===== config.mk =====
export PLATFORM = sky130hd
export DESIGN_NAME = prim_demuxonehot_reg
export DESIGN_NICKNAME = d
export VERILOG_FILES = /design/src/rtl/prim_demuxonehot_reg.sv
export SDC_FILE = /design/constraint.sdc
export NUM_CORES = 1
export LEC_CHECK = 0
export ABC_CLOCK_PERIOD_IN_PS = 1500
export CORE_UTILIZATION = 37
export DETAILED_ROUTE_END_ITERATION = 6
export PLACE_DENSITY = 0.84
export SYNTH_ARGS = -nofsm -noshare
export SYNTH_HDL_FRONTEND = slang
export SYNTH_SLANG_ARGS = --single-unit

===== constraint.sdc =====
create_clock -name clk_i -period 1.5 [get_ports clk_i]
set_input_delay 0.3 -clock clk_i [delete_from_list [all_inputs] [get_ports clk_i]]
set_output_delay 0.3 -clock clk_i [all_outputs]
set_load 0.005 [all_outputs]

===== src/rtl/prim_demuxonehot_reg.sv =====
// prim_demuxonehot_reg: registered one-hot demux steering one valid/ready stream onto DATA_COUNT lanes
module prim_demuxonehot_reg #(
    parameter int DATA_COUNT   = 2,
    parameter int DATA_WIDTH   = 8,
    parameter bit DROP_ILLEGAL = 1'b1
) (
    input  logic                             clk_i,
    input  logic                             rst_ni,
    input  logic                             valid_i,
    output logic                             ready_o,
    input  logic [DATA_COUNT-1:0]            mask_i,
    input  logic [DATA_WIDTH-1:0]            data_i,
    output logic [DATA_COUNT-1:0]            valid_o,
    input  logic [DATA_COUNT-1:0]            ready_i,
    output logic [DATA_COUNT*DATA_WIDTH-1:0] data_o,
    output logic                             err_o
);
    logic                  full, err_q, out_fire, in_fire, legal, take;
    logic [DATA_COUNT-1:0] sel_q, low;
    logic [DATA_WIDTH-1:0] data_q;
    // two's-complement trick isolates the lowest set bit; a mask equal to it is one-hot
    assign low      = mask_i & -mask_i;
    assign legal    = |mask_i && (low == mask_i);
    assign out_fire = full && |(sel_q & ready_i);
    assign ready_o  = !full || out_fire;
    assign in_fire  = valid_i && ready_o;
    assign take     = in_fire && (legal || (!DROP_ILLEGAL && |mask_i));
    assign valid_o  = sel_q & {DATA_COUNT{full}};
    assign err_o    = err_q;
    always_ff @(posedge clk_i or negedge rst_ni) begin
        if (!rst_ni) begin
            full   <= 1'b0;
            sel_q  <= '0;
            data_q <= '0;
            err_q  <= 1'b0;
        end else begin
            err_q <= in_fire && !legal;
            if (take) begin
                full   <= 1'b1;
                sel_q  <= low;
                data_q <= data_i;
            end else if (out_fire) begin
                full <= 1'b0;
            end
        end
    end
    for (genvar g = 0; g < DATA_COUNT; g++) begin : g_lane
        assign data_o[g*DATA_WIDTH +: DATA_WIDTH] = data_q & {DATA_WIDTH{valid_o[g]}};
    end
    a_valid_onehot0: assert property (@(posedge clk_i) disable iff (!rst_ni) $onehot0(valid_o));
endmodule


==> results.py, run 1 <==
metrics = {
    "drt": {
        "dr.pass1.iters": 4,
        "via_count": 602,
        "routedWlPerCell_um": 15.96,
        "post-route-drc-count": 0,
        "viasPerCell": 5.375,
        "drt_iter0_markers": 5,
        "routed_wl_um": 1788,
        "ant_nets": 0,
    },
    "critical_path": {
        "slowest_delay_ns": 0.50,
        "arrival_ns": 1.22,
        "critPathRequiredTime_ns": 1.20,
        "path_class": "reg2out",
        "crit_slowest_cell": "dfrtp_2",
        "cp-end-kind": "output port",
        "crit_fanout": 11,
        "crit_chain": "a21boi_4 > nand2_2 > buf_2",
        "worstPathBufferInverterCount": 1,
        "cp-start-kind": "register",
        "cp_top_family": "flip-flops",
    },
    "synthesis": {
        "synthesis.area_um2": 629.4,
        "synth_top_cells_by_count": "12 x dfrtp_1, 10 x and3_1, 9 x mux2_2, 7 x and3_2",
        "yosys.area.top_type": "dfrtp_1",
        "yosys_warnings": 0,
        "synth.net_count": 70,
        "seq_area_frac_synth": 0.4771,
        "synth.ff_latch_count": 12,
        "netlist_instances": 54,
        "synth_area_leaders": "dfrtp_1 48%, mux2_2 16%, and3_1 9.9%, and3_2 8.3%, a21boi_4 3.0%",
        "synth_top_flop_cell": "dfrtp_1",
        "ys_types": 15,
        "synth.top_cell.area_share": 0.4771,
        "yosysMostFrequentCell": "dfrtp_1",
        "synth_edf_count": 0,
        "syn_area_per_cell_um2": 11.65,
        "async_flop_share": 1.000,
    },
    "clock_tree": {
        "cts_tree": "built",
        "cts_root_buf": "clkbuf_4",
        "clk_path_buf_depth": 2,
        "clk_pin_slew_worst_paths_ns": 0.08,
        "cts_buffers": 3,
        "cts.htree.levels": 1,
        "insertion_delay_ns": 0.27,
        "cts_sinks": 12,
    },
    "timing": {
        "fin_skew_ns": 0.008132,
        "rsz0062_at_grt": "yes",
        "setup_ws_ns": -0.01759,
        "finalHoldViolCount": 0,
        "period_needed_ns": 1.518,
        "tightest_slew_ns": 0.5538,
        "setup_viol": 1,
        "setup_tns_ns": -0.01759,
        "slew_headroom": 0.6297,
        "hold_slack_ns": 0.3796,
        "max_freq_mhz": 658.9,
        "drv_slew": 0,
        "fin_crit_sh": 1.012,
    },
    "min_path": {
        "min_path_type": "in2async",
    },
    "die": {
        "num_rows": 14,
        "chipHeight_um": 43.24,
        "die_x_um": 43.24,
        "start_util": 0.4083,
        "core_um2": 1541,
        "dieArea_um2": 1870,
        "top_level_ports": 35,
    },
    "power": {
        "max-vdd-ir-drop_mv": 0.7978,
        "p_leak_nw": 0.5438,
        "power_mw": 1.545,
        "p_per_area_nw_per_um2": 1411,
    },
    "place": {
        "dpl-instance-area_um2": 1036,
        "numPlacedInstances": 106,
        "post-dp-hpwl_um": 1204,
        "post-place-ws_ns": -0.5921,
        "port_buffers": 34,
        "gp_congestion": 0.7338,
    },
    "final_layout": {
        "final_area_um2": 1095,
        "drive_above_1_share": 0.6042,
        "fin_cells": 112,
        "area_growth_pct": 73.96,
        "n_antenna_cell": 0,
        "utilization": 0.7102,
        "nets": 114,
    },
    "job": {
        "maxCapViolations": 0,
    },
    "global_route": {
        "grt_pass1_vias": 622,
        "grt_pass1_wl_um": 2704,
        "gr-total-overflow": 0,
        "grt.total_usage": 0.2060,
        "grt_max_degree": 13,
        "antenna_found_initial": 0,
    },
    "run_status": {
        "violations": "setup timing",
        "status": "complete, but fails checks",
    },
}
==> power breakdown <==
part / switching [mW] / internal, mW
Sequential: 0.141 / 0.455
Clock: 0.104 / 0.0929
Combinational: 0.266 / 0.486
Total: 0.511 / 1.03
==> sequential cells by signal, indices dropped and copies added (netlist names) <==
signal / flops
data_q: 8
err_o: 1
full: 1
sel_q: 2
==> layout by cell type, fill, tap and decap left out <==
| cell | instances |
|---|---|
| ha_4 | 1 |
| and3_2 | 1 |
| nand2b_4 | 1 |
| nand2_1 | 1 |
| dlymetal6s2s_1 | 1 |
| dfrtp_1 | 10 |
| nand2_2 | 2 |
| mux2_2 | 9 |
| a21boi_4 | 1 |
| and3_1 | 7 |
| o32a_1 | 1 |
| buf_4 | 4 |
| buf_2 | 14 |
| and2_1 | 2 |
| buf_6 | 7 |
| clkdlybuf4s50_1 | 12 |
| nor2b_1 | 1 |
| buf_12 | 2 |
| a21oi_4 | 1 |
| and3_4 | 9 |
| clkbuf_4 | 3 |
| dfrtp_2 | 2 |
| nor2_1 | 1 |
| inv_2 | 1 |
| dlygate4sd2_1 | 2 |
==> logic make-up (layout without fill, tap and decap cells) <==
kind of cell,count (synthesis),count (layout),synth area share
adders and majority gates,1,1,0.01988
buffers and inverters,4,46,0.02385
DFF,12,12,0.4771
muxes,9,9,0.1610
and+or+nand+nor,25,25,0.2465
AOI/OAI and AO/OA,3,3,0.07158
==> layout make-up <==
type	count	area, um^2
repair buffers	42	369.1
inverters	1	3.754
flip-flops and latches	12	302.8
fillers	106	446.7
well taps	16	20.02
multi-input cells	38	376.6
clock buffers	3	22.52
==> per-layer routing <==
metal  track usage  vias to the layer above  wire length (um)
met2        0.3612                       22               993
met5             0                        -                 0
li1              -                      278                 -
met1        0.2049                      295               639
met4        0.1455                        0                59
met3       0.05532                        7                95
==> what timing repair did <==
item | in CTS | in global routing
gates cloned | 1 | 0
pin swaps | 3 | 1
setup endpoints to repair | 29 | 19
hold buffers | 0 | 0
setup buffers | 4 | 1
resized for setup | 92 | 11
==> worst reg2reg max path, stage by stage, from the launching register on <==
cell	delay, ns
dfrtp_2	0.48
nand2_2	0.09
buf_4	0.15
a21oi_4	0.16
buf_12	0.14
mux2_2	0.33
==> final timing paths <==
path,depth (start not counted),to,slack [ns],startpoint
worst max-delay path,3,ready_o,-0.02,sel_q[1]
worst min-delay path,1,data_q[5],0.38,rst_ni
worst max register to register,5,data_q[4],0.04,sel_q[0]
worst min register to register,1,data_q[7],0.52,data_q[7]
max in group asynchronous,1,sel_q[0],0.71,rst_ni
min in group clk_i,2,sel_q[0],0.49,mask_i[0]
(Power assumes the default switching activity.)
==> run 2: changes to the inputs <==
Settings changed: CAP_MARGIN set to 20.
==> results of run 2 <==
Final layout, timing and power as in run 1 (identical DEF).
